--- src/rtl/mult_32_pkg.sv ---
// mult_32_pkg -- shared control-state encoding and iteration count for the multiplier.
// Revision: 1.0
`default_nettype none

package mult_32_pkg;

  localparam int MULT_ITERS = 32;
  localparam int CNT_W      = $clog2(MULT_ITERS);

  typedef enum logic [1:0] {
    ST_IDLE = 2'd0,
    ST_RUN  = 2'd1,
    ST_DONE = 2'd2
  } mult_state_e;

endpackage

`default_nettype wire

--- src/rtl/adder_32.sv ---
// adder_32 -- ripple-free behavioural 32-bit adder with carry in/out.
// Revision: 1.0
`default_nettype none

module adder_32 #(
  parameter int WIDTH = 32
) (
  input  logic [WIDTH-1:0] a,
  input  logic [WIDTH-1:0] b,
  input  logic             cin,
  output logic [WIDTH-1:0] sum,
  output logic             cout
);

  assign {cout, sum} = {1'b0, a} + {1'b0, b} + {{WIDTH{1'b0}}, cin};

endmodule

`default_nettype wire

--- src/rtl/mult_32.sv ---
// mult_32 -- sequential shift-add multiplier (MIPS mult/multu), one multiplier bit per clock.
// Revision: 1.0
`default_nettype none

module mult_32 #(
  parameter int WIDTH = 32
) (
  input  logic             clk,
  input  logic             reset,
  input  logic             start,
  input  logic             is_signed,
  input  logic [WIDTH-1:0] input1,
  input  logic [WIDTH-1:0] input2,
  output logic             busy,
  output logic             done,
  output logic [WIDTH-1:0] hi,
  output logic [WIDTH-1:0] lo
);

  import mult_32_pkg::*;

  mult_state_e        state_q, state_d;
  logic [CNT_W-1:0]   cnt_q, cnt_d;
  logic [WIDTH-1:0]   mcand_q, mcand_d;
  logic [WIDTH-1:0]   acc_q, acc_d;
  logic [WIDTH-1:0]   plo_q, plo_d;
  logic               neg_q, neg_d;
  logic [WIDTH-1:0]   hi_q, hi_d;
  logic [WIDTH-1:0]   lo_q, lo_d;

  logic [WIDTH-1:0]   a_mag, b_mag;
  logic [WIDTH-1:0]   add_b, add_sum;
  logic               add_cout;
  logic [2*WIDTH-1:0] prod_raw, prod_fin;

  // Two's-complement negation of 0x80000000 yields 0x80000000, i.e. 2^31 read as unsigned.
  assign a_mag = (is_signed && input1[WIDTH-1]) ? (~input1 + WIDTH'(1)) : input1;
  assign b_mag = (is_signed && input2[WIDTH-1]) ? (~input2 + WIDTH'(1)) : input2;

  assign add_b = plo_q[0] ? mcand_q : '0;

  adder_32 #(.WIDTH(WIDTH)) u_adder (
    .a    (acc_q),
    .b    (add_b),
    .cin  (1'b0),
    .sum  (add_sum),
    .cout (add_cout)
  );

  // Product after this step's add and right shift; low register shifts multiplier out as product bits shift in.
  assign prod_raw = {add_cout, add_sum, plo_q[WIDTH-1:1]};
  assign prod_fin = neg_q ? (~prod_raw + (2*WIDTH)'(1)) : prod_raw;

  always_comb begin
    state_d = state_q;
    cnt_d   = cnt_q;
    mcand_d = mcand_q;
    acc_d   = acc_q;
    plo_d   = plo_q;
    neg_d   = neg_q;
    hi_d    = hi_q;
    lo_d    = lo_q;
    case (state_q)
      ST_IDLE, ST_DONE: begin
        if (start) begin
          state_d = ST_RUN;
          cnt_d   = '0;
          mcand_d = a_mag;
          plo_d   = b_mag;
          acc_d   = '0;
          neg_d   = is_signed && (input1[WIDTH-1] ^ input2[WIDTH-1]);
        end else begin
          state_d = ST_IDLE;
        end
      end
      ST_RUN: begin
        acc_d = {add_cout, add_sum[WIDTH-1:1]};
        plo_d = {add_sum[0], plo_q[WIDTH-1:1]};
        cnt_d = cnt_q + CNT_W'(1);
        if (cnt_q == CNT_W'(MULT_ITERS - 1)) begin
          state_d = ST_DONE;
          hi_d    = prod_fin[2*WIDTH-1:WIDTH];
          lo_d    = prod_fin[WIDTH-1:0];
        end
      end
      default: state_d = ST_IDLE;
    endcase
  end

  always_ff @(posedge clk or posedge reset) begin
    if (reset) begin
      state_q <= ST_IDLE;
      cnt_q   <= '0;
      mcand_q <= '0;
      acc_q   <= '0;
      plo_q   <= '0;
      neg_q   <= 1'b0;
      hi_q    <= '0;
      lo_q    <= '0;
    end else begin
      state_q <= state_d;
      cnt_q   <= cnt_d;
      mcand_q <= mcand_d;
      acc_q   <= acc_d;
      plo_q   <= plo_d;
      neg_q   <= neg_d;
      hi_q    <= hi_d;
      lo_q    <= lo_d;
    end
  end

  assign busy = (state_q == ST_RUN);
  assign done = (state_q == ST_DONE);
  assign hi   = hi_q;
  assign lo   = lo_q;

endmodule

`default_nettype wire

--- config.mk ---
export PLATFORM = sky130hd
export DESIGN_NAME = mult_32
export DESIGN_NICKNAME = d
export VERILOG_FILES = /design/src/rtl/mult_32_pkg.sv /design/src/rtl/adder_32.sv /design/src/rtl/mult_32.sv
export SDC_FILE = /design/constraint.sdc
export NUM_CORES = 1
export LEC_CHECK = 0
export ABC_AREA = 1
export BUFFER_PORTS_ARGS = -buffer_cell sky130_fd_sc_hd__buf_2
export CORE_ASPECT_RATIO = 1.1
export CORE_MARGIN = 2
export CORE_UTILIZATION = 35
export CTS_CLUSTER_DIAMETER = 40
export DETAILED_ROUTE_END_ITERATION = 8
export PLACE_DENSITY = 0.49
export SETUP_SLACK_MARGIN = 0.05
export SLEW_MARGIN = 30
export SYNTH_ARGS = -nofsm -noshare
export SYNTH_HDL_FRONTEND = slang
export SYNTH_SLANG_ARGS = --single-unit
--- constraint.sdc ---
create_clock -name clk -period 14 [get_ports clk]
set_clock_uncertainty 0.2 [all_clocks]
set_input_delay 1.4 -clock clk [delete_from_list [all_inputs] [get_ports clk]]
set_output_delay 1.4 -clock clk [all_outputs]
set_load 0.05 [all_outputs]
---- Word-level counts from Yosys, hierarchy flattened ----
Cells that the tools add are included.
storage, ports and cells
  bits of input ports ..................... 68
  output and inout port bits .............. 66
  flip-flop bits (word level) ............. 168
  word-level logic and storage cells ...... 44
operators by class
  eq/ne operators ......................... 5
  bitwise operators ....................... 4
  $add $sub $neg .......................... 5
  reduce and logical (&&, ||, !) cells .... 9
  muxes and demuxes ....................... 13
operator list
  cell                                                                     count
  32-bit two-way mux                                                       5
  32-bit one-hot mux with 2 select lines                                   2
  32-bit by 1-bit adder with 32-bit output, second input constant          2
  64-bit by 1-bit adder with 64-bit output, second input constant          1
  64-bit two-way mux                                                       1
  32-bit inverter                                                          2
  64-bit inverter                                                          1
  32-bit by 32-bit adder with 33-bit output                                1
  5-bit one-hot mux with 2 select lines                                    1
  2-bit AND reduction                                                      3
  5-bit by 1-bit adder with 5-bit output, second input constant            1
  5-bit == test, second input constant                                     1
  5-bit two-way mux                                                        1
  2-bit one-hot mux with 2 select lines                                    1
  1-bit logical AND                                                        3
  2-bit by 1-bit == test with 1-bit output, second input constant          1
  2-bit == test, second input constant                                     1
  2-bit logical NOT                                                        1
  2-bit two-way mux                                                        1
  2-bit by 1-bit inequality test with 1-bit output, second input constant  1
  2-bit inequality test, second input constant                             1
  2-bit nonzero test                                                       1
  2-bit OR reduction                                                       1
  1-bit two-way mux                                                        1
  1-bit XOR                                                                1

---- Longest topological paths before layout ----
Gate-level depths: netlist of the first run.
  depth after elaboration ................. 5
  depth in mapped cells ................... 25
  depth with buffers taken out ............ 23

---- By module ----
From an unflattened synthesis of the first run, not the netlist that was laid out.
unflattened totals
  cells, all modules ...................... 2116
  area total of the unflattened synthesis .. 13101.3 sq um
by module, submodules not included
  module    instances  cells each  area each (sq um)  seq. area each (sq um)
  mult_32   1          1614        10700.3            4204.0
  adder_32  1          502         2401.1             0.0

---- Worst setup path after synthesis of the first run ----
No wires, ideal clock.
  path kind ............................... input to register
  start point ............................. input port input2[0]
  end point ............................... register plo_q[30]
  arrival ................................. 2.986 ns
  path buffers ............................ 0
  data required time ...................... 13.669 ns
  setup slack ............................. 10.683 ns
  library setup time ...................... 0.131 ns
  cell stages on the path ................. 12
  cell sequence ........................... inv_1 ha_1 nor3b_2 nand3_1 nor2_1 nand2_1 nor2_1 nand4_1 o21ai_1 o21ai_0 xnor2_1 o21bai_1
on the way
  longest elaborated chain between the ends .. 5
RTL lines
  item                                      RTL line        RTL
  start, declared                           mult_32.sv:13   input logic [WIDTH-1:0] input2,
  32-bit inverter                           mult_32.sv:38   assign b_mag = (is_signed && input2[WIDTH-1]) ? (~input2 + WIDTH'(1)) : input2;
  32-bit by 1-bit adder with 32-bit output  mult_32.sv:38
  32-bit two-way mux                        mult_32.sv:38
  32-bit two-way mux                        mult_32.sv:65   if (start) begin
  32-bit one-hot mux with 2 select lines    mult_32.sv:63   case (state_q)
  end signal, assigned                      mult_32.sv:105  plo_q <= plo_d;
  end, declared                             mult_32.sv:26   logic [WIDTH-1:0] plo_q, plo_d;
Every way passes these cells. The select of a mux whose other input is x is not followed.
A chain may end at the register's enable or synchronous reset.

---- Final worst setup path of the first run ----
  start point ............................. input port start
  end point ............................... register acc_q[12]
on the way
  longest elaborated chain between the ends .. 2
RTL lines
  item                                    RTL line        RTL
  start, declared                         mult_32.sv:10   input logic start,
  2-bit inequality test (no source line)  --
  2-bit AND reduction (no source line)    --
  end signal, assigned                    mult_32.sv:95   acc_q <= '0;
  end signal, assigned                    mult_32.sv:104  acc_q <= acc_d;
  end, declared                           mult_32.sv:25   logic [WIDTH-1:0] acc_q, acc_d;
Every way passes these cells.

==> run metrics, run 1 <==
Setup Buffers After CTS=0; crit-path max FO=84; clock sink total=between 150 and 200; most common cell after layout, fill and taps aside=nand2_1; Post-CTS Resized=0; Max clock buf depth=2; Post-Syn Area=~0.013 mm^2; Finish-stage setup viols=0; slowest CP cell=clkinv_1; Vias/cell=4.80; Yosys cell types=49; vias post-DR=11900; htree depth=4; Net Switching=2.04 mW; Clock transition at path regs=about 0.070 ns; Clk Latency, worst-skew pair=between 0.4 and 0.5 ns; Post-Synthesis Net Count=around 2000; Synth top area share=33.5%; Final ANT Viol Nets=0; WS Path Type=input pin to flip-flop; Site Rows=72; DP Cell Count=~2500; P per Cell Area=approximately 260 mW/mm^2; hold buffer count at CTS=0; IO Port Bufs=133; clock network fraction of total power=12.7%; Syn Area/Cell=6.64 um^2; worst-margin pin slew=between 0.8 and 0.9 ns; final count of hold timing violations=0; grt ovf=0; DRC viols=0; Total Wirelength=approximately 41000 um; CTS tree=done; worst hold slack=0.269 ns; Ys Warns=0; Achievable Freq=282 MHz; Startpoint Class=input pin; Power Internal=1.61 mW; CTS buffer count=17; global-route usage over all layers=between 20% and 30%; Setup WS pre-CTS=around 10 ns; final instance area=approximately 0.014 mm^2; Worst path max stage delay=0.62 ns; Root Buffer=clkbuf_16; Worst slew margin=about 42%; Bufs and invs on worst path=4; Die Area=0.0374 mm^2; worst hold path type=flip-flop to flip-flop; Worst Setup End Kind=flip-flop; first-pass GRT wire length=65200 um; Final Wtd Congestion=0.906; area post-placement=between 0.01 and 0.015 mm^2; initial antenna violation count=0; crit-path leading delay family=buffers and inverters; Max VDD drop=0.000109 V; synth top area cells=dfrtp_1, nand2_1, inv_1; #FFs+latches synth=168; period utilization=roughly a quarter; core area=around 0.035 mm^2; CP arrival=3.68 ns; First DRT Iteration DRCs=688; final count of pins violating max slew=0; async set or reset register ratio after synthesis=100%; minimum clock period=3.55 ns; NumNets Final=2099; Leak=7.43 nW; EDFF count, synth=0; Die X=184 um; area grow syn2layout=13.2%; Seq pwr share=24.4%; Finished Layout Cells=2487; dpl hpwl=32300 um; post-DR wirelength/cell=16.4 um; setup TNS=0 ns; status=complete, no violations; most frequent cells in the layout=nand2_1, inv_1, dfrtp_1; # IOs=about 130; DRT Pass-1 Iters=6; RSZ-0062 raised after global routing=false; Yosys top cell by area=dfrtp_1; Initial Util=35.6%; Critical Path RT=14.13 ns; share of layout cells above drive strength 1=13.1%; combinational group share of total power=a little over three fifths; CP cell instances=buf_2 -> nand2_2 -> buf_4 -> nand2_2 -> clkinv_1 -> buf_4 -> a32o_1; max-cap violation count=0; top_reg_cell synth=dfrtp_1; Switching Share=55.9%; maximum number of pins on one net before global-route repair=91; Post-Syn Instances=between 1500 and 2000; post-synthesis sequential area ratio=between 30% and 40%; Diodes inserted=0; fin worst setup slack=between 10 and 15 ns; Die Y=203 um; vias in the first global route=~12000
logic make-up after synthesis:
logic type               share of synthesized area, %
AND/OR/NAND/NOR                                  35.2
flip-flops                                       33.5
adder cells (fa/ha/maj)                          3.85
AO/OA/AOI/OAI                                    10.4
XOR/XNOR                                         6.64
buffers and inverters                            10.4
sequential cells by signal (all words and copies together), names as in the netlist:
register  count
acc_q        32
state_q       2
cnt_q         5
neg_q         1
mcand_q      32
hi           32
lo           32
plo_q        32
power groups by stage:
stage	sequential (mW)	clock, mW	combinational (mW)
CTS	0.887	0.478	2.31
detailed placement	0.894	0	2.31
global placement	0.896	0	2.28
finish	0.890	0.464	2.30
global route	0.917	0.491	2.58
floorplan	0.991	0	1.52
Yosys cell counts, types with 5 or more instances:
cell type and n:
nand2_1 644, inv_1 264, dfrtp_1 168, nor2_1 151, o21ai_0 129, nand3_1 96
xor2_1 78, clkbuf_1 45, ha_1 37, a21oi_1 35, nand2_2 28, nand4_1 26
o221ai_1 26, nor2_2 20, nor3_1 17, xnor2_1 17, inv_2 10, a31oi_1 9
nand3_2 9, nor2_4 8, nor4_1 8, clkinv_1 5, o31ai_1 5
metal layers:
layer | track usage [%] | part of all wire, % | vias to the layer above | wire, um
met5 | 0 | 0 | - | 0
met3 | 2.39 | 3.1 | 52 | 1280
li1 | - | - | 6154 | -
met4 | 8.40 | 3.1 | 0 | 1250
met1 | 31.5 | 48 | 5483 | 19600
met2 | 36.4 | 46 | 240 | 18600
cell type report:
type | count | area (um^2)
fill | 3901 | 21000
multi-input combinational | 1386 | 7040
sequential | 168 | 4210
inverter | 279 | 1050
timing repair buffer | 141 | 729
tap | 481 | 602
clock buffer | 19 | 443
clock inverter | 13 | 115
worst paths after layout:
| check | cells past startpoint | slack [ns] | startpoint | endpoint |
|---|---|---|---|---|
| max reg2reg | 18 | 10.47 | plo_q[0]$_DFFE_PP0P_ | hi[26]$_DFFE_PP0P_ |
| max in group asynchronous | 4 | 11.12 | reset | acc_q[6]$_DFFE_PP0P_ |
| max | 7 | 10.45 | start | acc_q[12]$_DFFE_PP0P_ |
| min in group asynchronous | 2 | 0.80 | reset | mcand_q[27]$_DFFE_PP0P_ |
| min | 1 | 0.27 | cnt_q[3]$_DFFE_PP0P_ | cnt_q[3]$_DFFE_PP0P_ |
| min reg2reg | 1 | 0.27 | cnt_q[3]$_DFFE_PP0P_ | cnt_q[3]$_DFFE_PP0P_ |
per-stage QoR:
stage	power, mW	utilization (%)
finish	3.65	40.3
floorplan	2.51	-
global placement	3.18	38.7
detailed placement	3.20	38.7
global route	3.99	40.3
CTS	3.68	40.3
Power figures use the tool's default switching activity.
==> run 2, diff against run 1 <==
--- a/config.mk
+++ b/config.mk
@@ -12,7 +12,7 @@
 export CORE_UTILIZATION = 35
 export CTS_CLUSTER_DIAMETER = 40
 export DETAILED_ROUTE_END_ITERATION = 8
-export PLACE_DENSITY = 0.49
+export PLACE_DENSITY = 0.51
 export SETUP_SLACK_MARGIN = 0.05
 export SLEW_MARGIN = 30
 export SYNTH_ARGS = -nofsm -noshare
==> constraint.sdc (replaced) <==
create_clock -name clk -period 3.23 [get_ports clk]
set_clock_uncertainty 0.2 [all_clocks]
set_input_delay 0.323 -clock clk [delete_from_list [all_inputs] [get_ports clk]]
set_output_delay 0.323 -clock clk [all_outputs]
set_load 0.05 [all_outputs]
==> run metrics, run 2 (same netlist as run 1, synthesis figures left out) <==
status=complete, no violations; cells on worst reg2reg path=20; # IOs=134; Startpoint Class=flip-flop; Seq pwr share=20.5%; slowest CP cell=dfrtp_2; max-cap violation count=0; Final ANT Viol Nets=0; clock sink total=168; Vias/cell=4.84; DRT Pass-1 Iters=5; First DRT Iteration DRCs=678; Max VDD drop=0.000480 V; CTS buffer count=17; RSZ-0062 raised after global routing=true; CP arrival=3.15 ns; Switching Share=a little over half; CP cell instances=buf_12 -> nand2_1 -> inv_1 -> ha_4 -> buf_4 -> nand2_4 -> nor2_4 -> buf_4 -> nand2_1 -> clkinv_1 -> nand2_2 -> nand2_2 -> nand2_2 -> nand2_4 -> nor2_4 -> nand3_2 -> nor2_4 -> nor2_1 -> xor2_1 -> o21ai_1; Setup WS pre-CTS=-0.0194 ns; Die Y=approximately 200 um; maximum number of pins on one net before global-route repair=102; Max clock buf depth=2; final count of hold timing violations=0; Power Internal=9.03 mW; Total Wirelength=between 40000 and 50000 um; most frequent cells in the layout=nand2_1, inv_1, dfrtp_1; grt ovf=0; Root Buffer=clkbuf_16; area grow syn2layout=27.5%; most common cell after layout, fill and taps aside=nand2_1; P per Cell Area=1190 mW/mm^2; Die X=approximately 180 um; worst hold path type=input pin to flip-flop; NumNets Final=2208; Initial Util=around 36%; register area=between 0.004 and 0.005 mm^2; first-pass GRT wire length=65600 um; Critical Path RT=3.36 ns; Worst slew margin=49.0%; clock network fraction of total power=11.7%; minimum clock period=3.02 ns; WS Path Type=flip-flop to flip-flop; Fill cells=3683; vias post-DR=between 10000 and 15000; Clock transition at path regs=0.07 ns; critical path depth=20; total power=19.1 mW; Clk Latency, worst-skew pair=~0.46 ns; share of layout cells above drive strength 1=between 20% and 30%; setup TNS=0 ns; initial antenna violation count=0; IO Port Bufs=around 130; Final Wtd Congestion=roughly 0.94; dpl hpwl=33500 um; Leak=8.06 nW; Worst Setup End Kind=flip-flop; Bufs and invs on worst path=5; worst hold slack=approximately 0.016 ns; Worst path max stage delay=0.46 ns; htree depth=4; CTS tree=done; core area=0.0352 mm^2; DRC viols=0; Finish-stage setup viols=0; crit-path leading delay family=simple AND/OR/NAND/NOR gates; crit-path max FO=10; worst-margin pin slew=around 0.76 ns; Hold Path Depth=3; combinational group share of total power=67.9%; Diodes inserted=0; post-DR wirelength/cell=16.4 um; Site Rows=72; fin worst setup slack=0.211 ns; Util after Layout=roughly 45%; footprint of the multi-input gates=0.00784 mm^2; Net Switching=10.0 mW; Achievable Freq=331 MHz; final count of pins violating max slew=0; period utilization=just over 90%; vias in the first global route=between 10000 and 15000; Die Area=0.0374 mm^2; global-route usage over all layers=a little under a quarter
==> run 2: cell count changes in the layout (fill, tap and decap cells not counted), moves of 17 or more <==
cell     previous run  this run
buf_4               7        95
nand2_2            28        94
ha_1               37        12
nor2_4              8        25
nand2_1           643       564
nor2_1            151       133
ha_4                0        22
==> run 2: tightest hold or removal path, delay by kind of cell <==
| family | cells | cell delay, ns |
|---|---|---|
| AO/OA/AOI/OAI | 2 | 0.19 |
| buffers and inverters | 1 | 0.11 |
==> run 2: layer usage <==
layer  share of wire [%]  GRT usage (%)  vias up
met5                   0              0        -
met4                 2.7           7.11        0
met1                  47           31.3     5843
met3                 4.0           2.71       48
met2                  46           38.0      284
li1                    -              -     6390
==> run 2: repair_timing <==
item | CTS | global route
buffers inserted | 1 | 14
hold endpoints to repair | 39 | 0
pin swaps | 3 | 21
endpoints found under the setup margin | 10 | 23
resized for setup | 8 | 189
hold buffers | 15 | 0
gates cloned | 0 | 1
==> run 2: final timing paths <==
path	from	end	slack, ns
setup / recovery	plo_q[0]$_DFFE_PP0P_	hi[17]$_DFFE_PP0P_	0.21
hold reg to reg	cnt_q[3]$_DFFE_PP0P_	cnt_q[3]$_DFFE_PP0P_	0.27
setup reg to reg	plo_q[0]$_DFFE_PP0P_	hi[17]$_DFFE_PP0P_	0.21
min in group asynchronous	reset	hi[19]$_DFFE_PP0P_	0.34
hold / removal	input2[19]	plo_q[19]$_DFFE_PP0P_	0.02
max in group asynchronous	reset	plo_q[0]$_DFFE_PP0P_	1.72
==> run 2: power by group through the flow <==
stage	combinational, mW	clock, mW	sequential (mW)
final	12.9	2.22	3.90
after floorplan	6.58	0	4.29
after global placement	11.2	0	3.84
after global routing	14.2	2.33	4.01
after detailed placement	11.3	0	3.84
after CTS	11.4	2.25	3.81
==> run 2: area by class of cell <==
cell class	count	share of cell area, %
repair buffers	250	10.4
clock buffers	18	2.69
multi-input cells	1386	49.0
clock inverters	14	1.17
well taps	481	3.77
inverters	279	6.58
flip-flops and latches	168	26.3
==> run 2: through the flow <==
step	cells	cell area (um^2)
after floorplan	1887	12500
after global placement	2533	14300
after detailed placement	2533	14300
after CTS	2581	15100
after global routing	2596	16000
final	2596	16000
